## config.mk

```make
export PLATFORM = sky130hd
export DESIGN_NAME = scalar_writeback_unit
export DESIGN_NICKNAME = d
export VERILOG_FILES = /design/src/rtl/scalar_writeback_unit_pkg.sv /design/src/rtl/scalar_writeback_unit_fifo.sv /design/src/rtl/scalar_writeback_unit.sv
export SDC_FILE = /design/constraint.sdc
export NUM_CORES = 1
export LEC_CHECK = 0
export ABC_CLOCK_PERIOD_IN_PS = 4100
export BUFFER_PORTS_ARGS = -buffer_cell sky130_fd_sc_hd__buf_2
export CELL_PAD_IN_SITES_DETAIL_PLACEMENT = 0
export CELL_PAD_IN_SITES_GLOBAL_PLACEMENT = 2
export CORE_MARGIN = 1
export CORE_UTILIZATION = 30
export CTS_CLUSTER_SIZE = 40
export DETAILED_ROUTE_END_ITERATION = 10
export GPL_TIMING_DRIVEN = 0
export PLACE_DENSITY_LB_ADDON = 0.1
export SLEW_MARGIN = 5
export SYNTH_ARGS = -nofsm -noshare
export SYNTH_HDL_FRONTEND = slang
export SYNTH_SLANG_ARGS = --single-unit
```

## constraint.sdc

```tcl
create_clock -name clk -period 4.1 [get_ports clk]
set_input_delay 0.82 -clock clk [delete_from_list [all_inputs] [get_ports clk]]
set_output_delay 0.82 -clock clk [all_outputs]
set_load 0.01 [all_outputs]
```

## src/rtl/scalar_writeback_unit_pkg.sv

```systemverilog
// Shared codes and helpers for the scalar write-back stage and its FIFO.
package scalar_writeback_unit_pkg;

    localparam int REG_IDX_W = 5;
    localparam int NUM_REGS  = 32;

    // Register-file command codes driven on rf_signal.
    localparam logic [1:0] SCALAR_RF_NOP   = 2'b00;
    localparam logic [1:0] SCALAR_RF_WRITE = 2'b01;
    localparam logic [1:0] RF_NOP          = 2'b10;
    localparam logic [1:0] RF_FINISHED     = 2'b11;

    function automatic logic [NUM_REGS-1:0] rd_onehot(input logic [REG_IDX_W-1:0] rd);
        return {{(NUM_REGS-1){1'b0}}, 1'b1} << rd;
    endfunction

endpackage

```

## src/rtl/scalar_writeback_unit_fifo.sv

```systemverilog
// In-order circular buffer with two write ports (port 0 older) and one read port.
module writeback_fifo
    import scalar_writeback_unit_pkg::*;
#(
    parameter int LEN       = 32,
    parameter int DEPTH     = 4,
    parameter int PTR_WIDTH = 2
) (
    input  logic                 clk,
    input  logic                 rst_n_i,
    input  logic                 wr0_en_i,
    input  logic [REG_IDX_W-1:0] wr0_rd_i,
    input  logic [LEN-1:0]       wr0_data_i,
    input  logic                 wr1_en_i,
    input  logic [REG_IDX_W-1:0] wr1_rd_i,
    input  logic [LEN-1:0]       wr1_data_i,
    input  logic                 rd_en_i,
    output logic [REG_IDX_W-1:0] head_rd_o,
    output logic [LEN-1:0]       head_data_o,
    output logic [PTR_WIDTH:0]   count_o,
    output logic [NUM_REGS-1:0]  queued_mask_o
);

    logic [REG_IDX_W-1:0] rd_q   [DEPTH];
    logic [LEN-1:0]       data_q [DEPTH];
    logic [DEPTH-1:0]     valid_q;
    logic [PTR_WIDTH-1:0] head_q, tail_q;
    logic [PTR_WIDTH:0]   count_q;

    logic [PTR_WIDTH-1:0] slot_a, slot_b;
    logic [PTR_WIDTH:0]   count_d;
    logic [PTR_WIDTH-1:0] tail_d, head_d;

    // Port 1 lands behind port 0 only when port 0 is also writing.
    assign slot_a  = tail_q;
    assign slot_b  = tail_q + PTR_WIDTH'(wr0_en_i);
    assign tail_d  = tail_q + PTR_WIDTH'(wr0_en_i) + PTR_WIDTH'(wr1_en_i);
    assign head_d  = head_q + PTR_WIDTH'(rd_en_i);
    assign count_d = count_q + (PTR_WIDTH+1)'(wr0_en_i) + (PTR_WIDTH+1)'(wr1_en_i)
                   - (PTR_WIDTH+1)'(rd_en_i);

    // NOTE: non-blocking assignments keep every register updating from pre-edge values.
    always_ff @(posedge clk) begin
        if (!rst_n_i) begin
            head_q  <= '0;
            tail_q  <= '0;
            count_q <= '0;
            valid_q <= '0;
        end else begin
            head_q  <= head_d;
            tail_q  <= tail_d;
            count_q <= count_d;
            if (rd_en_i)  valid_q[head_q] <= 1'b0;
            if (wr0_en_i) valid_q[slot_a] <= 1'b1;
            if (wr1_en_i) valid_q[slot_b] <= 1'b1;
        end
    end

    // NOTE: payload storage is not reset; valid_q alone decides what is live.
    always_ff @(posedge clk) begin
        if (wr0_en_i) begin
            rd_q[slot_a]   <= wr0_rd_i;
            data_q[slot_a] <= wr0_data_i;
        end
        if (wr1_en_i) begin
            rd_q[slot_b]   <= wr1_rd_i;
            data_q[slot_b] <= wr1_data_i;
        end
    end

    // NOTE: every always_comb output gets a default first so no latch is inferred.
    always_comb begin
        queued_mask_o = '0;
        for (int i = 0; i < DEPTH; i++) begin
            if (valid_q[i]) queued_mask_o = queued_mask_o | rd_onehot(rd_q[i]);
        end
    end

    assign head_rd_o   = rd_q[head_q];
    assign head_data_o = data_q[head_q];
    assign count_o     = count_q;

endmodule

```

## src/rtl/scalar_writeback_unit.sv

```systemverilog
// Write-back stage: merges ALU and load results, queues them, issues one RF write per cycle.
module scalar_writeback_unit
    import scalar_writeback_unit_pkg::*;
#(
    parameter int LEN       = 32,
    parameter int DEPTH     = 4,
    parameter int PTR_WIDTH = 2
) (
    input  logic                 clk,
    input  logic                 rst,
    input  logic                 rdy_in,
    input  logic                 alu_valid,
    input  logic [REG_IDX_W-1:0] alu_rd,
    input  logic [LEN-1:0]       alu_data,
    output logic                 alu_ready,
    input  logic                 lsu_valid,
    input  logic [REG_IDX_W-1:0] lsu_rd,
    input  logic [LEN-1:0]       lsu_data,
    output logic                 lsu_ready,
    output logic [1:0]           rf_signal,
    output logic [REG_IDX_W-1:0] wb_rd,
    output logic [LEN-1:0]       wb_data,
    output logic                 write_back_enabled,
    output logic [NUM_REGS-1:0]  pending_mask,
    output logic [PTR_WIDTH:0]   fifo_count
);

    localparam logic [PTR_WIDTH:0] DEPTH_C = (PTR_WIDTH+1)'(DEPTH);

    logic [PTR_WIDTH:0]   count;
    logic [PTR_WIDTH:0]   free;
    logic                 lsu_store, alu_store, deq;
    logic [REG_IDX_W-1:0] head_rd;
    logic [LEN-1:0]       head_data;
    logic [NUM_REGS-1:0]  queued_mask;

    logic                 wbe_q, wbe_d;
    logic [1:0]           rf_signal_q, rf_signal_d;
    logic [REG_IDX_W-1:0] wb_rd_q, wb_rd_d;
    logic [LEN-1:0]       wb_data_q, wb_data_d;

    // Credit only the registered occupancy; a same-cycle pop does not free a slot.
    assign free      = DEPTH_C - count;
    assign lsu_ready = rst && (free >= 1);
    assign alu_ready = rst && (lsu_valid ? (free >= 2) : (free >= 1));

    // x0 writes are handshaken but dropped before the FIFO.
    assign lsu_store = lsu_valid && lsu_ready && (lsu_rd != '0);
    assign alu_store = alu_valid && alu_ready && (alu_rd != '0);
    assign deq       = rdy_in && (count != '0);

    writeback_fifo #(
        .LEN       (LEN),
        .DEPTH     (DEPTH),
        .PTR_WIDTH (PTR_WIDTH)
    ) u_fifo (
        .clk           (clk),
        .rst_n_i       (rst),
        .wr0_en_i      (lsu_store),
        .wr0_rd_i      (lsu_rd),
        .wr0_data_i    (lsu_data),
        .wr1_en_i      (alu_store),
        .wr1_rd_i      (alu_rd),
        .wr1_data_i    (alu_data),
        .rd_en_i       (deq),
        .head_rd_o     (head_rd),
        .head_data_o   (head_data),
        .count_o       (count),
        .queued_mask_o (queued_mask)
    );

    always_comb begin
        wbe_d       = wbe_q;
        rf_signal_d = rf_signal_q;
        wb_rd_d     = wb_rd_q;
        wb_data_d   = wb_data_q;
        if (rdy_in) begin
            if (deq) begin
                wbe_d       = 1'b1;
                rf_signal_d = SCALAR_RF_WRITE;
                wb_rd_d     = head_rd;
                wb_data_d   = head_data;
            end else begin
                wbe_d       = 1'b0;
                rf_signal_d = SCALAR_RF_NOP;
            end
        end
    end

    always_ff @(posedge clk) begin
        if (!rst) begin
            wbe_q       <= 1'b0;
            rf_signal_q <= SCALAR_RF_NOP;
            wb_rd_q     <= '0;
            wb_data_q   <= '0;
        end else begin
            wbe_q       <= wbe_d;
            rf_signal_q <= rf_signal_d;
            wb_rd_q     <= wb_rd_d;
            wb_data_q   <= wb_data_d;
        end
    end

    assign write_back_enabled = wbe_q;
    assign rf_signal          = rf_signal_q;
    assign wb_rd              = wb_rd_q;
    assign wb_data            = wb_data_q;
    assign fifo_count         = count;
    assign pending_mask       = (queued_mask | (wbe_q ? rd_onehot(wb_rd_q) : '0))
                              & ~{{(NUM_REGS-1){1'b0}}, 1'b1};

endmodule

```

* Word level (Yosys, flattened, before mapping)
Memories as Yosys holds them, arrays and structs flattened. A register that Yosys moved wholly into a read port is not among the register bits.
Cells that the tools add are included.
** Word-level totals
- Bits in registers :: 14
- Bits in latches :: 0
- RAM bits :: 148
- Bits in read-only memories :: 0
- Input port bits :: 79
- Output and inout port bits :: 77
- Logic and storage cells :: 75
- Memories :: 2
** Memories
- u_fifo.data_q :: depth 4, width 32, rd ports 1, clocked after memory_dff 1, write ports 2, line scalar_writeback_unit_fifo.sv:25 : logic [LEN-1:0] data_q [DEPTH];
- u_fifo.rd_q :: depth 4, width 5, rd ports 5, clocked after memory_dff 1, write ports 2, line scalar_writeback_unit_fifo.sv:24 : logic [REG_IDX_W-1:0] rd_q [DEPTH];
** Operators by class
- $add $sub $neg :: 7
- Multipliers :: 0
- Divide/modulo/power cells :: 0
- $lt $le $gt $ge :: 8
- Equal/unequal tests :: 0
- Shifts and indexed selects :: 5
- Muxes and demuxes :: 23
- Bitwise logic cells :: 8
- Reductions and logical operators :: 16
** Operators with widths (number)
- 32-bit two-way mux :: 5
- 1-bit by 5-bit << shifter with 32-bit output, first input constant :: 5
- 32-bit bitwise OR :: 4
- 4-bit two-way mux :: 5
- 1-bit logical AND :: 10
- 1-bit two-way mux :: 10
- 5-bit nonzero test :: 2
- 2-bit by 3-bit less-than comparator with 1-bit output, second input constant :: 3
- 4-bit bitwise OR :: 2
- 2-bit by 1-bit adder with 2-bit output :: 3
- 3-bit by 1-bit adder with 3-bit output :: 2
- 1-bit demux with 2-bit select :: 3
- 2-bit by 1-bit >= comparator with 1-bit output, second input constant :: 3
- 4-bit bitwise AND :: 1
- 4-bit inverter :: 1
- 3-bit by 1-bit >= comparator with 1-bit output, second input constant :: 1
- 3-bit by 2-bit >= comparator with 1-bit output, second input constant :: 1
- 3-bit nonzero test :: 1
- 3-bit by 1-bit subtractor with 3-bit output :: 1
- 3-bit subtractor, first input constant :: 1
- 1-bit logical NOT :: 2
- 2-bit AND reduction :: 1

* Logic depth before layout (Yosys ltp)
- Depth in word-level cells :: 13
- Mapped depth :: 15
- Depth with buffers taken out :: 15

* Cells and area by module
A second synthesis with hierarchy kept.
** Unflattened totals
- Cell total of the unflattened synthesis :: 790
- Area, all modules :: 10571.4 µm²
** By module, submodules not included
- writeback_fifo :: times used 1, cells an instance 551, area each 8635.8 µm², seq. area each 4664.5 µm²
- scalar_writeback_unit :: times used 1, cells an instance 239, area each 1935.6 µm², seq. area each 760.7 µm²

* Worst setup path before layout
Ideal clock, no wire load.
- Path type :: reg-to-reg
- Start :: register u_fifo.count_q[0], in the netlist u_fifo.count_o[0]
- End :: memory u_fifo.data_q[2][0] (enable)
- Setup time :: 400 ps
- Arrival :: 3722 ps
- Data required time :: 3700 ps
- Path slack :: -22 ps
- Stages on the path, launching flop included :: 12
- Buffers on the path :: 2
- Clock period less this slack :: 4122 ps
- Cells stage by stage :: dfxtp_1 inv_1 ha_1 ha_1 or4b_4 o2111a_1 ha_1 xnor2_1 nor4_2 buf_6 buf_6 nand2b_1
** RTL lines
- start: declaration :: line scalar_writeback_unit_fifo.sv:28 : logic [PTR_WIDTH:0] count_q;
- start signal: assignment :: line scalar_writeback_unit_fifo.sv:52 : count_q <= count_d;
- end: declaration :: line scalar_writeback_unit_fifo.sv:25

==> results.txt <==
* Result of the run: complete, no violations
- Grouping stages by cell kind, the critical path spends the most delay in simple AND/OR/NAND/NOR gates.
- Class of the tightest hold or removal check: reg2reg
- Max-cap violations in this run came to 0.
- CP max FO: 18
- The floorplan has 68 rows.
- In the synthesized netlist the dominant register cell turns out to be edfxtp_1.
- VDD IR-drop max: 0.3548 mV
- After filler insertion, the fill cell instance count of the layout stands at 3,517.
- Number of distinct library cells after synthesis: 52
* Final worst-path cycle share: 96.05%
* Category of the worst setup path launch point: flop
- Startpoint of the most critical hold path: wb_data[27]
- The number of antenna violations at the first check in global routing was 4.
- Critical Path Max Stage Delay: slightly below 500 ps
* Setup TNS: 0 ps
* Combined area of all synthesized cells: 10,750 µm²
- In this run, synthesis inferred 148 flip-flops with an integrated enable.
* Actual slew at the worst max-slew pin: a little over 800 ps
- Async SR Flop Fraction: 0%
- Cts bufs inserted: 17
- Final setup violation count: 0
- Routability-driven placement finished with a final weighted congestion of 0.8672.
- The hold violation total from the final report came to 0.
- Hold EP: wb_data[27]
- Signed area change from the synthesized netlist to the final layout: 20.04%
- Number of antenna-violating nets in the routed design: 0
- In this run the power density over the cells is 544.3 nW/µm².
* Stages on worst setup path: 11
* Final routed DRC violation total: 0
- Walking the worst path, the cells encountered are inv_1 -> ha_1 -> ha_1 -> or4b_4 -> o2111a_1 -> ha_1 -> xor2_1 -> nor4_2 -> buf_6 -> buf_6 -> nand2b_4.
- In this run, the number of DRC markers left after iteration 0 of detailed routing was 449.
- Proportion of layout cells with a drive suffix above 1: 41.00%
- CTS placed an instance of clkbuf_16 at the clock tree root.
- Max_slew headroom: about 45%
- In this run the number of H-tree levels came out at 4.
- The final route contains 7,532 vias.
- The net count of the finished layout is approximately 1,100.
- Placed wire-length estimate: 23,550 µm
- The worst setup path is captured at a flop.
- Count of cells along the worst register-to-register path: 11
- The critical path is of the reg2reg type.
- Warnings, synthesis: 0
- Unrepaired setup endpoints after global routing: false
- Average size of a mapped cell: 13.05 µm²
- Num Clock Sinks: 197
- The region available for standard cell placement spans 34,880 µm².
* CP bufs+invs: 3
- Entering global routing, the biggest net connects 20 pins.
- Clock tree from TritonCTS: done
- Timing analysis after detailed placement gives a worst setup slack of -718.6 ps.
- The die is ~190 µm tall.
- The worst hold path passes through 2 cells.
- Worst path most repeated cell: ha_1
- Total design power: 7.024 mW
* R2R Setup Slk: around 160 ps
- Count of port buffers added during placement: roughly 150
- Initial cell density of the core: between 30% and 40%
* RR Startpoint: u_fifo.count_o[0]
- CP Data Arrival Time: 4040 ps
- Register clock-pin slew on the reported worst setup and hold paths: roughly 70 ps
- Area enclosed by the die boundary: between 30,000 and 40,000 µm²
- Mean routed wirelength per cell: 22.82 µm
* Max Clk Rate: 253.9 MHz
- Shortest clock period the worst path allows after layout: 3938 ps
- For the final database, setup skew stands at 10.93 ps.
- In this run, post-CTS hold repair placed 0 buffers.
- Setup slack on the critical path of the routed design comes to approximately 160 ps.
- Final slew viol count: 0
* Number of detailed-route iterations in the first pass: 5
- On the final layout, the worst hold slack is around 460 ps.
- The endpoint identified for the worst register-to-register timing path is u_fifo.data_q[1][1].
* Pleak: 4.626 nW
- Via count of the first global-routing pass: 7,739
* Die boundary width: 191.3 µm
- Slowest cell on crit path: or4b_4
* GRT overflow: 0
* Vias per cell: 5.086
* Aggregate routed wire length: 33,800 µm
- Data on the critical path is required at its endpoint by about 4200 ps.
* Gate Count Post-Synth: 824
- Of the synthesized area, sequential elements account for approximately half.
- Maximum root-to-sink buffer count: 2
* Total GRT Usage: 18.93%
- Io pins: ~160
- Global-route wire length before repair: 49,910 µm
- In this run, synthesis produced a sequential element count of ~200.
- Clk_lat worst skew: roughly 440 ps
state kept, by name, indices dropped and copies added, names as in the netlist:
signal,flops
u_fifo.slot_a,2
wb_rd,5
u_fifo.rd_q,20
rf_signal,1
u_fifo.valid_q,4
u_fifo.head_q,2
u_fifo.count_o,3
wb_data,32
u_fifo.data_q,128
repair_timing:
| item | 4_1_cts | 5_1_grt |
|---|---|---|
| gates cloned | 2 | 0 |
| setup endpoints to repair | 139 | 38 |
| resized for setup | 8 | 0 |
| pin swaps | 2 | 0 |
| setup buffers | 3 | 4 |
through the flow:
stage	utilization, %	instance area, µm²	cells
4_1_cts	36.77	12830	1473
6_report	36.99	12900	1481
3_5_place_dp	34.90	12170	1436
5_1_grt	36.98	12900	1479
2_1_floorplan	-	10760	825
3_3_place_gp	34.67	12090	1433
worst max-delay path by stage:
stage | startpoint | to
2_1_floorplan | u_fifo.count_o[0] | u_fifo.data_q[3][0]
3_3_place_gp | lsu_rd[1] | u_fifo.data_q[3][14]
3_5_place_dp | lsu_rd[1] | u_fifo.data_q[2][18]
4_1_cts | u_fifo.count_o[0] | u_fifo.data_q[1][29]
5_1_grt | u_fifo.count_o[1] | u_fifo.data_q[1][31]
6_report | u_fifo.count_o[0] | u_fifo.data_q[1][1]
cells in the mapped netlist (all sizes together), types with 2 or more instances:
library cell | count | area share [%]
nand2 | 102 | 3.6
or2 | 4 | 0.23
or3b | 4 | 0.33
dfxtp | 49 | 9.1
nor3b | 21 | 1.5
o22ai | 16 | 0.93
nand2b | 5 | 0.29
clkbuf | 38 | 1.4
o22a | 2 | 0.16
mux4 | 37 | 7.8
xor2 | 2 | 0.16
and2 | 8 | 0.47
nand3b | 24 | 1.7
a21oi | 9 | 0.42
nor2b | 2 | 0.12
edfxtp | 148 | 41
fa | 2 | 0.37
inv | 8 | 0.28
nor4 | 5 | 0.52
nand3 | 25 | 1.2
a22oi | 30 | 2.1
buf | 25 | 1.7
a21boi | 37 | 2.6
xnor2 | 4 | 0.33
nor3 | 5 | 0.23
and3 | 8 | 0.47
ha | 8 | 0.93
and3b | 3 | 0.24
o211ai | 3 | 0.34
o221ai | 13 | 1.1
nor2 | 15 | 0.52
a211o | 3 | 0.24
mux2 | 148 | 17
worst register-to-register path: cells and delay by family (launching register included):
family / cells / cell delay (ps)
adder cells (fa/ha/maj): 3 / 760
flip-flops: 1 / 440
XOR/XNOR: 1 / 200
AND/OR/NAND/NOR: 3 / 1370
AO/OA/AOI/OAI: 1 / 250
buffers and inverters: 3 / 590
where the power goes:
part / internal, mW / switching, mW / leakage (nW)
registers: 2.65 / 0.191 / 1.75
logic: 1.12 / 1.43 / 2.61
clock network: 0.889 / 0.747 / 0.268
total: 4.66 / 2.36 / 4.63
layout make-up:
| class | instances | area, µm² | area share, % |
|---|---|---|---|
| Tap cell | 455 | 569.3 | 4.411 |
| Buffer | 63 | 325.3 | 2.521 |
| Multi-Input combinational cell | 559 | 5044 | 39.08 |
| Inverter | 8 | 30.03 | 0.2327 |
| Clock buffer | 25 | 485.5 | 3.762 |
| Sequential cell | 197 | 5425 | 42.04 |
| Timing Repair Buffer | 163 | 943.4 | 7.310 |
| Antenna cell | 4 | 10.01 | 0.07756 |
| Clock inverter | 7 | 72.57 | 0.5623 |
routing by layer:
layer / GRT usage (%) / share of wire, % / vias up
met5: 0 / 0 / -
met4: 5.159 / 1.4 / 0
met3: 3.580 / 5.3 / 35
met2: 32.20 / 49 / 226
met1: 24.44 / 44 / 3726
li1: - / - / 3545
placed cells by master (no fill, tap or decap), types with 5 or more instances in the layout:
master / n
buf_2: 165
edfxtp_1: 148
mux2_2: 115
nand2_1: 102
dfxtp_1: 49
clkbuf_1: 41
mux4_2: 37
a21boi_0: 37
mux2_4: 33
a22oi_1: 30
nand3_1: 25
nand3b_1: 24
nor3b_1: 20
clkbuf_16: 17
o22ai_1: 16
nor2_1: 15
o221ai_1: 13
a21oi_1: 9
inv_1: 8
and3_1: 8
and2_1: 8
buf_6: 8
ha_1: 8
buf_4: 6
nor3_1: 5
buf_12: 5
cells by family after synthesis:
family	Yosys count	share of synthesized area [%]
fa+ha+maj	10	1.304
other cells	1	0.03488
mux	185	24.41
buf+inv	71	3.305
simple gates	235	11.65
compound gates	119	8.345
flops	197	50.47
xor+xnor	6	0.4888
(Power assumes the default switching activity.)
